<file path="src/rtl/logic_issue_stage_pkg.sv">
// logic_issue_stage_pkg: shared constants, opcode encodings and helpers for the logical-unit issue stage
package logic_issue_stage_pkg;

    localparam int WORD_SIZE   = 19;
    localparam int NUM_REGS    = 16;
    localparam int REG_ADDR_W  = 4;
    localparam int OPCODE_W    = 5;
    localparam int STALL_CNT_W = 16;

    localparam int OPC_LSB = 14;
    localparam int RD_LSB  = 10;
    localparam int RS1_LSB = 6;
    localparam int RS2_LSB = 2;

    typedef enum logic [OPCODE_W-1:0] {
        OP_AND = 5'h08,
        OP_OR  = 5'h09,
        OP_XOR = 5'h0A,
        OP_NOT = 5'h0B
    } opcode_e;

    typedef enum logic {
        ST_EMPTY,
        ST_FULL
    } out_state_e;

    function automatic logic is_logical(input logic [OPCODE_W-1:0] op);
        return op inside {OP_AND, OP_OR, OP_XOR, OP_NOT};
    endfunction

endpackage

</file>
<file path="src/rtl/logic_issue_stage_reg_scoreboard.sv">
// logic_issue_stage_reg_scoreboard: per-register busy tracking with writeback-aware hazard checks
//   clk, rst_n            clock, async active-low reset
//   set_en, set_idx       mark a destination busy on issue
//   clr_en, clr_idx       clear a register on writeback
//   rs1, rs2, rd          indices to check
//   rs1_busy, rs2_busy,
//   rd_busy               busy after same-cycle writeback clearing
module logic_issue_stage_reg_scoreboard
    import logic_issue_stage_pkg::*;
(
    input  logic                  clk,
    input  logic                  rst_n,
    input  logic                  set_en,
    input  logic [REG_ADDR_W-1:0] set_idx,
    input  logic                  clr_en,
    input  logic [REG_ADDR_W-1:0] clr_idx,
    input  logic [REG_ADDR_W-1:0] rs1,
    input  logic [REG_ADDR_W-1:0] rs2,
    input  logic [REG_ADDR_W-1:0] rd,
    output logic                  rs1_busy,
    output logic                  rs2_busy,
    output logic                  rd_busy
);

    logic [NUM_REGS-1:0] busy, live, set_mask, clr_mask;

    assign set_mask = set_en ? (NUM_REGS'(1) << set_idx) : '0;
    assign clr_mask = clr_en ? (NUM_REGS'(1) << clr_idx) : '0;
    // A register being written back this cycle is already free for checks.
    assign live     = busy & ~clr_mask;
    assign rs1_busy = live[rs1];
    assign rs2_busy = live[rs2];
    assign rd_busy  = live[rd];

    // OR-ing the set mask last makes a same-index set win over a clear.
    always_ff @(posedge clk or negedge rst_n) begin
        if (!rst_n) busy <= '0;
        else        busy <= live | set_mask;
    end

endmodule

</file>
<file path="src/rtl/logic_issue_stage.sv">
// logic_issue_stage: decode, operand fetch with bypass and hazard-stalled issue into the logical unit
//   in_valid/in_ready/in_instr       instruction handshake
//   rf_raddr*/rf_rdata*              combinational register file reads
//   wb_valid/wb_rd/wb_data           logical-unit writeback (bypass + scoreboard clear)
//   out_valid/out_ready/out_*        registered issue bundle
//   illegal_op                       one-cycle pulse when a non-logical opcode is dropped
//   stall_count                      saturating hazard-stall cycle counter
module logic_issue_stage
    import logic_issue_stage_pkg::*;
(
    input  logic                   clk,
    input  logic                   rst_n,
    input  logic                   in_valid,
    output logic                   in_ready,
    input  logic [WORD_SIZE-1:0]   in_instr,
    output logic [REG_ADDR_W-1:0]  rf_raddr1,
    input  logic [WORD_SIZE-1:0]   rf_rdata1,
    output logic [REG_ADDR_W-1:0]  rf_raddr2,
    input  logic [WORD_SIZE-1:0]   rf_rdata2,
    input  logic                   wb_valid,
    input  logic [REG_ADDR_W-1:0]  wb_rd,
    input  logic [WORD_SIZE-1:0]   wb_data,
    output logic                   out_valid,
    input  logic                   out_ready,
    output logic [OPCODE_W-1:0]    out_opcode,
    output logic [WORD_SIZE-1:0]   out_operand_1,
    output logic [WORD_SIZE-1:0]   out_operand_2,
    output logic [REG_ADDR_W-1:0]  out_rd,
    output logic                   illegal_op,
    output logic [STALL_CNT_W-1:0] stall_count
);

    logic [OPCODE_W-1:0]   opcode;
    logic [REG_ADDR_W-1:0] rd, rs1, rs2;
    logic                  legal, is_not, hazard;
    logic                  in_fire, legal_fire, illegal_fire;
    logic                  rs1_busy, rs2_busy, rd_busy;
    logic [WORD_SIZE-1:0]  op1, op2;
    logic                  unused_reserved;
    out_state_e            state_q, state_d;

    assign opcode          = in_instr[OPC_LSB +: OPCODE_W];
    assign rd              = in_instr[RD_LSB +: REG_ADDR_W];
    assign rs1             = in_instr[RS1_LSB +: REG_ADDR_W];
    assign rs2             = in_instr[RS2_LSB +: REG_ADDR_W];
    assign unused_reserved = ^in_instr[RS2_LSB-1:0];
    assign rf_raddr1       = rs1;
    assign rf_raddr2       = rs2;

    assign legal  = is_logical(opcode);
    assign is_not = opcode == OP_NOT;

    logic_issue_stage_reg_scoreboard u_sb (
        .clk      (clk),
        .rst_n    (rst_n),
        .set_en   (legal_fire),
        .set_idx  (rd),
        .clr_en   (wb_valid),
        .clr_idx  (wb_rd),
        .rs1      (rs1),
        .rs2      (rs2),
        .rd       (rd),
        .rs1_busy (rs1_busy),
        .rs2_busy (rs2_busy),
        .rd_busy  (rd_busy)
    );

    // NOT has no second source, so rs2 never blocks it.
    assign hazard       = in_valid & legal & (rs1_busy | (rs2_busy & ~is_not) | rd_busy);
    assign out_valid    = state_q == ST_FULL;
    assign in_ready     = (~out_valid | out_ready) & ~hazard;
    assign in_fire      = in_valid & in_ready;
    assign legal_fire   = in_fire & legal;
    assign illegal_fire = in_fire & ~legal;

    assign op1 = (wb_valid && wb_rd == rs1) ? wb_data : rf_rdata1;
    assign op2 = is_not ? '0 : (wb_valid && wb_rd == rs2) ? wb_data : rf_rdata2;

    always_ff @(posedge clk or negedge rst_n) begin
        if (!rst_n) state_q <= ST_EMPTY;
        else        state_q <= state_d;
    end

    // Ready is only granted when empty or draining, so a fire always lands in FULL.
    always_comb begin
        state_d = state_q;
        if (legal_fire)     state_d = ST_FULL;
        else if (out_ready) state_d = ST_EMPTY;
    end

    always_ff @(posedge clk or negedge rst_n) begin
        if (!rst_n) begin
            out_opcode    <= '0;
            out_operand_1 <= '0;
            out_operand_2 <= '0;
            out_rd        <= '0;
            illegal_op    <= 1'b0;
            stall_count   <= '0;
        end else begin
            if (legal_fire) begin
                out_opcode    <= opcode;
                out_operand_1 <= op1;
                out_operand_2 <= op2;
                out_rd        <= rd;
            end
            illegal_op <= illegal_fire;
            if (hazard && !(&stall_count)) stall_count <= stall_count + 1'b1;
        end
    end

endmodule

</file>
<file path="config.mk">
export PLATFORM = sky130hd
export DESIGN_NAME = logic_issue_stage
export DESIGN_NICKNAME = d
export VERILOG_FILES = /design/src/rtl/logic_issue_stage_pkg.sv /design/src/rtl/logic_issue_stage_reg_scoreboard.sv /design/src/rtl/logic_issue_stage.sv
export SDC_FILE = /design/constraint.sdc
export NUM_CORES = 1
export LEC_CHECK = 0
export ABC_CLOCK_PERIOD_IN_PS = 4600
export BUFFER_PORTS_ARGS = -buffer_cell sky130_fd_sc_hd__clkbuf_2
export CAP_MARGIN = 10
export CORE_ASPECT_RATIO = 0.9
export CORE_MARGIN = 2
export CORE_UTILIZATION = 54
export DETAILED_ROUTE_END_ITERATION = 8
export GPL_TIMING_DRIVEN = 1
export PLACE_DENSITY = 0.95
export SLEW_MARGIN = 20
export SYNTH_ARGS = -nofsm -noshare
export SYNTH_HDL_FRONTEND = slang
export SYNTH_HIERARCHICAL = 1
export SYNTH_SLANG_ARGS = --single-unit
</file>
<file path="constraint.sdc">
create_clock -name clk -period 4.6 [get_ports clk]
set_input_delay 0.69 -clock clk [delete_from_list [all_inputs] [get_ports clk]]
set_output_delay 0.69 -clock clk [all_outputs]
set_load 0.005 [all_outputs]
</file>
======== Word-level counts from Yosys, hierarchy flattened ========
Index checks and enable logic that the tools add are counted.
operators by class
  $add $sub $neg .......................... 1
  $lt $le $gt $ge ......................... 3
  equality and inequality tests ........... 6
  shifts and indexed selects .............. 2
  mux-type cells .......................... 13
  bitwise logic cells ..................... 17
  reductions and logical operators ........ 7
operator list
  kind                                                        count
  2-to-1 mux 19 bit                                           3
  2-to-1 mux 16 bit                                           2
  left shift 1 x 4 -> 16 bit, first input constant            2
  == test 5 x 4 -> 1 bit, second input constant               4
  adder 16 x 1 -> 16 bit, second input constant               1
  bitwise AND 16 bit                                          1
  inverter 16 bit                                             1
  bitwise OR 16 bit                                           1
  AND reduction 16 bit                                        1
  less-than comparator 4 x 5 -> 1 bit, second input constant  3
  binary-select mux 1 bit (select 4 bit)                      3
  == test 4 bit                                               2
  bitwise AND 1 bit                                           7
  2-to-1 mux 1 bit                                            5
  inverter 1 bit                                              4
  nonzero test 4 bit                                          1
  logical AND 1 bit                                           3
  bitwise OR 1 bit                                            3
  nonzero test 2 bit                                          1
  logical NOT 1 bit                                           1
storage, ports and cells
  register bits ........................... 81
  input port bits ......................... 85
  output and inout bits ................... 74
  logic and storage cells ................. 57

======== Logic depth before layout (Yosys ltp) ========
Gate-level depths: netlist of the first run.
  word-level depth ........................ 16
  depth in mapped cells ................... 12
  gate-level depth less buffers ........... 10

======== Cells and area by module ========
The synthesis of the first run kept the hierarchy.
by module, submodules not included
  module                            instances  cells each  area each (um^2)  sequential area each (um^2)
  logic_issue_stage                 1          306         3096.7            1626.6
  logic_issue_stage_reg_scoreboard  1          143         1171.1            400.4

======== Worst setup path before layout of the first run ========
No wires, ideal clock.
  path type ............................... input to register
  from .................................... in wb_rd[0]
  to ...................................... reg u_sb.busy[0]
  library setup time ...................... 0.083 ns
  arrival time ............................ 3.027 ns
  required time ........................... 4.517 ns
  path slack .............................. 1.491 ns
  stages on the path ...................... 12
  buffers on the path ..................... 2
  cell sequence ........................... nand2b_1 -> or2_1 -> a221o_1 -> nand4_1 -> mux2i_1 -> nor2_1 -> nand4_1 -> nor2_1 -> buf_2 -> buf_2 -> or3b_2 -> o21ai_0
between the ends
  elaborated cells on any way between the ends .. 20
  those cells by class .................... 1 x shift; 8 x mux; 11 x bitwise
RTL lines
  item                                    RTL line                                RTL
  start, declared                         logic_issue_stage.sv:21                 input logic [REG_ADDR_W-1:0] wb_rd,
  left shift 1 x 4 -> 16 bit              logic_issue_stage_reg_scoreboard.sv:28  assign clr_mask = clr_en ? (NUM_REGS'(1) << clr_idx) : '0;
  2-to-1 mux 16 bit                       logic_issue_stage_reg_scoreboard.sv:28
  inverter 16 bit                         logic_issue_stage_reg_scoreboard.sv:30  assign live = busy & ~clr_mask;
  bitwise AND 16 bit                      logic_issue_stage_reg_scoreboard.sv:30
  binary-select mux 1 bit (select 4 bit)  logic_issue_stage_reg_scoreboard.sv:31  assign rs1_busy = live[rs1];
  2-to-1 mux 1 bit (not written as such)  logic_issue_stage_reg_scoreboard.sv:31
  via rs1_busy                            logic_issue_stage.sv:37                 logic rs1_busy, rs2_busy, rd_busy;
  bitwise OR 1 bit (2 in a row)           logic_issue_stage.sv:69                 assign hazard = in_valid & legal & (rs1_busy | (rs2_busy & ~is_not) | rd_busy);
  bitwise AND 1 bit                       logic_issue_stage.sv:69
  inverter 1 bit                          logic_issue_stage.sv:71                 assign in_ready = (~out_valid | out_ready) & ~hazard;
  bitwise AND 1 bit                       logic_issue_stage.sv:71
  bitwise AND 1 bit                       logic_issue_stage.sv:72                 assign in_fire = in_valid & in_ready;
  bitwise AND 1 bit                       logic_issue_stage.sv:73                 assign legal_fire = in_fire & legal;
  via legal_fire                          logic_issue_stage.sv:36                 logic in_fire, legal_fire, illegal_fire;
  2-to-1 mux 16 bit                       logic_issue_stage_reg_scoreboard.sv:27  assign set_mask = set_en ? (NUM_REGS'(1) << set_idx) : '0;
  bitwise OR 16 bit                       logic_issue_stage_reg_scoreboard.sv:38  else busy <= live | set_mask;
  end signal, assigned                    logic_issue_stage_reg_scoreboard.sv:38
  end, declared                           logic_issue_stage_reg_scoreboard.sv:25  logic [NUM_REGS-1:0] busy, live, set_mask, clr_mask;
The timed path passes the listed nets, and every way through them passes these cells. The select of a mux whose other input is x is not followed.
A chain may end at the register's enable or synchronous reset.

======== Final worst setup path of the first run ========
  from .................................... in wb_rd[0]
  to ...................................... out in_ready
between the ends
  cells in the longest elaborated chain, start to end .. 12
  elaborated cells on any way between the ends .. 16
  those cells by class .................... 1 x shift; 7 x mux; 8 x bitwise
ends and longest elaborated chain
  item                                    RTL line                                RTL
  left shift 1 x 4 -> 16 bit              logic_issue_stage_reg_scoreboard.sv:28
  2-to-1 mux 16 bit                       logic_issue_stage_reg_scoreboard.sv:28
  inverter 16 bit                         logic_issue_stage_reg_scoreboard.sv:30
  bitwise AND 16 bit                      logic_issue_stage_reg_scoreboard.sv:30
  binary-select mux 1 bit (select 4 bit)  logic_issue_stage_reg_scoreboard.sv:32  assign rs2_busy = live[rs2];
  2-to-1 mux 1 bit (not written as such)  logic_issue_stage_reg_scoreboard.sv:32
  via rs2_busy                            logic_issue_stage.sv:37
  bitwise AND 1 bit                       logic_issue_stage.sv:69
  bitwise OR 1 bit (2 in a row)           logic_issue_stage.sv:69
  bitwise AND 1 bit                       logic_issue_stage.sv:69
  inverter 1 bit                          logic_issue_stage.sv:71
  bitwise AND 1 bit                       logic_issue_stage.sv:71
  end, declared                           logic_issue_stage.sv:14                 output logic in_ready,
The timed path passes the listed nets, and every way through them passes these cells. The select of a mux whose other input is x is not followed.

==> results of run 1 <==
how the worst min path moves through the flow:
stage / cells after the start / to / slack, ps
after detailed placement: 1 / out_opcode[3]$_DFFE_PN0P_ / 480
after CTS: 1 / out_rd[0]$_DFFE_PN0P_ / 500
final: 1 / stall_count[13]$_DFFE_PN0P_ / 370
after floorplan: 0 / illegal_op$_DFF_PN0_ / 390
after global placement: 1 / out_opcode[3]$_DFFE_PN0P_ / 450
after global routing: 1 / stall_count[7]$_DFFE_PN0P_ / 440
layer usage:
| layer | part of all wire (%) | GRT usage, % | vias up | wire length (microns) |
|---|---|---|---|---|
| met5 | 0 | 0 | - | 0 |
| met4 | 3.7 | 14.14 | 0 | 480 |
| met2 | 49 | 51.03 | 247 | 6280 |
| met1 | 39 | 36.06 | 2010 | 4999 |
| li1 | - | - | 1912 | - |
| met3 | 9.0 | 6.872 | 50 | 1170 |
registers in the layout (all words and copies together), names as in the netlist:
name and flops:
out_operand_1 19, out_operand_2 19, stall_count 16, u_sb/busy 16
out_opcode 5, out_rd 4, illegal_op 1, out_valid 1
synthesized netlist by cell type, types with 3 or more instances:
master	count	area share, %
a21oi_1	19	2.2
a221o_1	3	0.70
a31oi_1	19	2.8
and3_1	3	0.44
buf_2	10	1.2
buf_4	9	1.6
clkbuf_1	4	0.35
dfrtp_1	81	47
mux2_1	7	1.8
mux2i_1	22	5.2
nand2_1	71	6.2
nand2b_1	5	0.73
nand3_1	8	0.94
nand3b_1	4	0.70
nand4_1	15	2.2
nor2_1	35	3.1
nor2b_1	12	1.8
o2111ai_1	3	0.62
o211ai_1	3	0.53
o21ai_0	33	3.9
o21ai_1	14	1.6
o221ai_1	18	3.7
xnor2_1	15	3.1
xor2_1	8	1.6
metrics by stage:
stage / total power [mW] / instance area [sq um] / cells / worst slack, ps / util, %
floorplan: 1.213 / 4268 / 449 / 1491 / -
global placement: 1.480 / 5045 / 678 / 1033 / 66.21
detailed placement: 1.522 / 5045 / 678 / 976.0 / 66.21
CTS: 2.064 / 5246 / 694 / 942.2 / 68.85
global route: 2.160 / 5250 / 694 / 726.4 / 68.90
finish: 2.056 / 5250 / 694 / 908.3 / 68.90
power by group through the flow:
| stage | logic [mW] | registers (mW) | clock network (mW) |
|---|---|---|---|
| 2_1_floorplan | 0.221 | 0.993 | 0 |
| 6_report | 0.529 | 0.984 | 0.542 |
| 4_1_cts | 0.532 | 0.982 | 0.550 |
| 3_3_place_gp | 0.500 | 0.980 | 0 |
| 5_1_grt | 0.586 | 1.00 | 0.572 |
| 3_5_place_dp | 0.531 | 0.991 | 0 |
kinds of logic (layout without fill, tap and decap cells):
kind of cell / after synthesis / in the layout / share of synthesized area [%]
and+or+nand+nor: 169 / 169 / 19.00
xor gates and xnor gates: 23 / 23 / 4.720
DFF: 81 / 81 / 47.49
AOI/OAI and AO/OA: 119 / 119 / 17.68
buffers and inverters: 27 / 176 / 3.811
muxes: 29 / 29 / 7.007
adders and majority gates: 1 / 1 / 0.2931
layout by cell type, fill, tap and decap left out, types with 4 or more instances in the layout:
| cell | instances |
|---|---|
| mux2_1 | 7 |
| nand2b_1 | 5 |
| a21oi_1 | 19 |
| o221ai_1 | 18 |
| clkbuf_2 | 155 |
| nor2b_1 | 12 |
| clkbuf_8 | 9 |
| o21ai_0 | 33 |
| a31oi_1 | 19 |
| dfrtp_1 | 81 |
| xnor2_1 | 15 |
| xor2_1 | 8 |
| o21ai_1 | 14 |
| nand2_1 | 71 |
| nand3b_1 | 4 |
| nand4_1 | 15 |
| nor2_1 | 34 |
| nand3_1 | 8 |
| mux2i_1 | 22 |
layout make-up:
class,instances,area (sq um),area share [%]
clock buffer,10,127.6,2.431
sequential,81,2027,38.61
clock inverter,6,73.82,1.406
timing repair buffer,158,802.0,15.28
inverter,2,7.507,0.1430
multi-input combinational,341,2092,39.85
tap,96,120.1,2.288
==> results.md, run 1 <==
* Status: complete, no violations
* Clk sink count at 81
* Clock Skew at between 20 and 30 ps
* Synth Instances at ~450
* Seq pwr share at 47.9%
* Setup TNS at 0 ps
* Initial antenna violation count at 0
* IR drop worst, VDD at 0.0002430 V
* # DRC at 0
* Primary FF master, synth: dfrtp_1
* # fillers at about 600
* CTS tree: yes
* Clock share of power at between 20% and 30%
* Max Clk Rate at 270.9 MHz
* Period utilization at 80.25%
* Largest net degree at the start of global routing at 82
* Via count at 4219
* Cts-stage hold buffer count at 0
* Worst setup path end: in_ready
* Cell Int Power at 1.387 mW
* Final min period at 3692 ps
* First-pass GRT wire length at 20040 microns
* R2R cell count at 8
* Port bufs at about 160
* Synth cell types at 43
* Worst Setup SP: wb_rd[0]
* Antenna Cells at 0
* Wirelength per Cell at 18.63 microns
* Worst path slowest cell: o311ai_1
* Detailed Place HPWL at 9369 microns
* Final Slew Violations at 0
* Number of flops mapped to enable cells by yosys at 0
* Mean Syn Cell Area at 9.505 sq um
* Worst-Skew Late Latency at 370 ps
* Post-CTS setup buffers at 0
* Fin. Hold Viols at 0
* Initial drt markers at 382
* Syn-to-layout area delta at 23.01%
* CTS Buffer Depth at 2
* CP Class: input port to output pin
* Vias in the first global route at 4086
* Crit. End Element: output pin
* Relative slew slack at between 40% and 50%
* I/O pins at 159
* Clk root buf: clkbuf_8
* RSZ-0062 raised after global routing: false
* Final ANT Viol Nets at 0
* Crit-path cells: clkbuf_2 -> nand2b_1 -> or2_1 -> a221o_1 -> nand4_1 -> mux2i_1 -> a21boi_2 -> o311ai_1 -> and2_1 -> clkbuf_2
* Worst EP required at 3910 ps
* Max_cap viols at 0
* Post-synth net total at 535
* Post-synth ARST share at 100.0%
* Die width at 97.71 microns
* RR Endpoint: stall_count[1]$_DFFE_PN0P_
* Critical path buffers and inverters at 2
* Clock transition at path regs at 90 ps
* Total CTS buffers at 9
* Layout Nets at 679
* Fraction of power spent switching nets at between 30% and 40%
* PwrDens at 391.5 nW/um^2
* Core Footprint at 7620 sq um
* Most frequent CP cell: clkbuf_2
* Critical path launch point type: input port
* R2R setup slack at 1820 ps
* Pre-antenna DRT Iters at 8
* CP max stage delay at 510 ps
* Layout cells sized above 1 at a little under a third
* Delay-heaviest family, CP: compound AO/OA/AOI/OAI gates
* #FFs+latches synth at 81
* H-tree levels at 3
* CTS resizes at 0
* Die Area at 8632 sq um
* Vias/cell at 6.079
* Combinational power share at 25.8%
* Initial core utilization at 56.01%
* Sequential area share after synthesis at 47.49%
* Routability Congestion at 0.9187
* Tot GR Track Use at 29.66%
* Worst r2r src: u_sb/busy[6]$_DFF_PN0_
* Synth warn at 6
* HP Class: input port to async pin
* Area of the mapped netlist at 4268 sq um
* Worst-path maximum fanout at 6
* Stages on worst setup path at 10
* Net Sw Power at 668.5 uW
* Rows at 30
* Die height at slightly below 90 microns
* Tightest hold margin at 372.6 ps
* Worst Path Arrival at 3000 ps
* Final setup vio count at 0
* Routed WL at 12930 microns
* Slew of the pin with the lowest slew margin at 887.5 ps
* Leak at 2.427 nW
* Global route total overflow at 0
Note: power is estimated with default switching activity, not from simulation.
==> run 2, diff against run 1 <==
ABC_AREA = 1   (was not set)
ABC_CLOCK_PERIOD_IN_PS = 3400   (was 4600)
CORE_UTILIZATION = 52   (was 54)
PLACE_DENSITY = 0.91   (was 0.95)
clock period = 3.4 ns   (was 4.6 ns; I/O delays follow)
==> run 2 against run 1 <==
  * Combinational power rose by 24%
  * Register-to-register slack lost 890 ps
  * Die area rose by 21%
  * Clock skew decreased by 13 ps
  * Critical endpoint unchanged
  * Cell area grew 14%
  * Non-clock buffer count is 4 higher
  * Sequential cell count unchanged
  * Hold slack got worse by 200 ps
  * Highest routed layer unchanged
  * Synthesized cell count rose by 62%
  * First-iteration DRC count rose by 29%
  * Core utilization decreased by 6.3 points
  * Critical path type unchanged
  * Sequential power up 27%
==> results.md, run 2 <==
* Synth Instances at 728
* Detailed Place HPWL at 10450 microns
* CTS resizes at 0
* Worst Path Arrival at 2350 ps
* Die Area at 10490 sq um
* Status: complete, no violations
* Tot GR Track Use at ~27%
* I/O pins at between 150 and 200
* Clock Skew at around 13 ps
* Biggest regs: out_operand_1: 19 flops, out_operand_2: 19 flops
* Layout cells sized above 1 at about a quarter
* Cts-stage hold buffer count at 0
* IR drop worst, VDD at 0.0002597 V
* Final setup vio count at 0
* Core Footprint at 9529 sq um
* Leak at 3.586 nW
* Rows at 34
* Max Clk Rate at 349.5 MHz
* Wirelength per Cell at 14.24 microns
* Largest net degree at the start of global routing at 82
* Max_cap viols at 0
* Worst EP required at slightly below 3000 ps
* Final min period at 2861 ps
* H-tree levels at 3
* Total CTS buffers at 9
* HP Class: input port to async pin
* Period utilization at 84.15%
* Initial drt markers at 494
* Initial antenna violation count at 0
* Port bufs at between 150 and 200
* Final ANT Viol Nets at 0
* Most common cell in the synthesized netlist: nand2_1
* Yosys top cell by area: dfrtp_1
* Clk root buf: clkbuf_8
* Synth cell types at 31
* Clk sink count at 81
* Post-CTS setup buffers at 0
* Worst-Skew Late Latency at 350 ps
* CTS tree: yes
* Number of flops mapped to enable cells by yosys at 0
* Relative slew slack at between 40% and 50%
* PwrDens at roughly 440 nW/um^2
* Top cell type's share of synthesized area at 40.26%
* Primary FF master, synth: dfrtp_1
* Area of the mapped netlist at between 5000 and 6000 sq um
* Die width at 107.7 microns
* Routed WL at between 10000 and 15000 microns
* Sequential area share after synthesis at 40.26%
* Placed cell count at 980
* Synth cell count leaders: 325 x nand2_1, 86 x nand3_1, 81 x dfrtp_1
* RSZ-0062 raised after global routing: false
* # fillers at 908
* #FFs+latches synth at 81
* Commonest non-fill, non-tap cell in the layout: nand2_1
* Synth warn at 6
* Global route total overflow at 0
* Antenna Cells at 0
* Setup TNS at 0 ps
* Clock transition at path regs at around 80 ps
* First-pass GRT wire length at 22880 microns
* Worst-path maximum fanout at 9
* CP Class: input port to output pin
* CTS Buffer Depth at 2
* Cell Count, Final, Fillers Out at approximately 1000
* Critical path launch point type: input port
* Layout Nets at 951
* Syn-to-layout area delta at 18.51%
* Vias/cell at 5.242
* Vias in the first global route at approximately 4.8k
* Via count at 5221
* Crit. End Element: output pin
* Post-synth net total at 814
* Mean Syn Cell Area at ~6.9 sq um
* Pre-antenna DRT Iters at 5
* Commonest cells after routing, fill and taps aside: 325 x nand2_1, 155 x clkbuf_2, 86 x nand3_1, 81 x dfrtp_1, 65 x inv_1
* Routability Congestion at around 0.91
* Fin. Hold Viols at 0
* Die height at 97.35 microns
* Post-synth ARST share at 100.0%
* Initial core utilization at between 50% and 60%
* # DRC at 0
* Slew of the pin with the lowest slew margin at 754.9 ps
* Final Slew Violations at 0
* Main area contributors after synthesis: dfrtp_1 40%, nand2_1 24%, nand3_1 8.5%
[run 2: cell types whose count changed after synthesis, moves of 18 or more]
| cell | before | now |
|---|---|---|
| inv_1 | 2 | 65 |
| nand3_1 | 8 | 86 |
| a31oi_1 | 19 | 0 |
| nand2_1 | 71 | 325 |
| o221ai_1 | 18 | 0 |
| a21oi_1 | 19 | 0 |
| mux2i_1 | 22 | 0 |
| nor2_1 | 35 | 17 |
[run 2: stage by stage]
step                      worst slack (ps)  hold WS, ps  util (%)  cell area [sq um]  power, mW
after floorplan                       1079        214.4         -               5035      1.591
after global placement               422.7        451.6     60.43               5758      1.905
after detailed placement             375.2        457.9     60.43               5758      1.927
after CTS                            594.5        368.1     62.58               5963      2.661
after global routing                 316.0        258.8     62.62               5967      2.808
final                                539.0        176.8     62.62               5967      2.643
[run 2: final timing paths]
check / from / endpoint / slack [ps] / cells after the start
max: wb_rd[0] / in_ready / 540 / 14
min: rst_n / out_opcode[0]$_DFFE_PN0P_ / 180 / 1
max reg2reg: u_sb/busy[7]$_DFF_PN0_ / u_sb/busy[11]$_DFF_PN0_ / 930 / 11
min reg2reg: out_opcode[2]$_DFFE_PN0P_ / out_opcode[2]$_DFFE_PN0P_ / 480 / 2
max in group asynchronous: rst_n / out_operand_1[5]$_DFFE_PN0P_ / 2660 / 1
min in group clk: in_instr[14] / out_opcode[0]$_DFFE_PN0P_ / 400 / 3
[run 2: routing by layer]
metal  global-route usage [%]  routed length, microns  share of wire, %  up-vias
li1                         -                       -                 -     2570
met1                    36.54                    6040                43     2390
met2                    45.77                    6728                47      236
met3                    3.421                    1074               7.6       25
met4                    10.06                     341               2.4        0
met5                        0                       0                 0        -
[run 2: critical path, stage by stage]
cell and delay [ps]:
clkbuf_2 210, inv_2 70, nor2_2 180, nand3_1 150, nand2_1 140, nand2_1 60
nand3_1 80, nand3_1 70, nand3_1 70, nand2_1 70, nor2_1 350, a21boi_2 150
nor2_1 100, clkbuf_2 120
[run 2: area by class of cell]
cell class                      instances  area [sq um]  area share (%)
Clock buffer                           11         151.4           2.537
Multi-Input combinational cell        540          2476           41.50
Inverter                               71         269.0           4.508
Sequential cell                        81          2027           33.97
Timing Repair Buffer                  162         832.0           13.94
Tap cell                              126         157.7           2.642
Clock inverter                          5         53.80          0.9017
[run 2: kinds of logic after synthesis]
family	Yosys count	synth area share, %
fa+ha+maj	1	0.2485
xor+xnor	10	1.740
simple gates	486	42.64
compound gates	43	4.548
flops	81	40.26
buf+inv	107	10.56
[run 2: power by group]
group	internal [mW]	total, mW	switching, mW	leakage (nW)
registers	1.14	1.25	0.114	1.08
clock network	0.378	0.735	0.357	0.109
logic	0.286	0.654	0.368	2.40
total	1.80	2.64	0.839	3.59
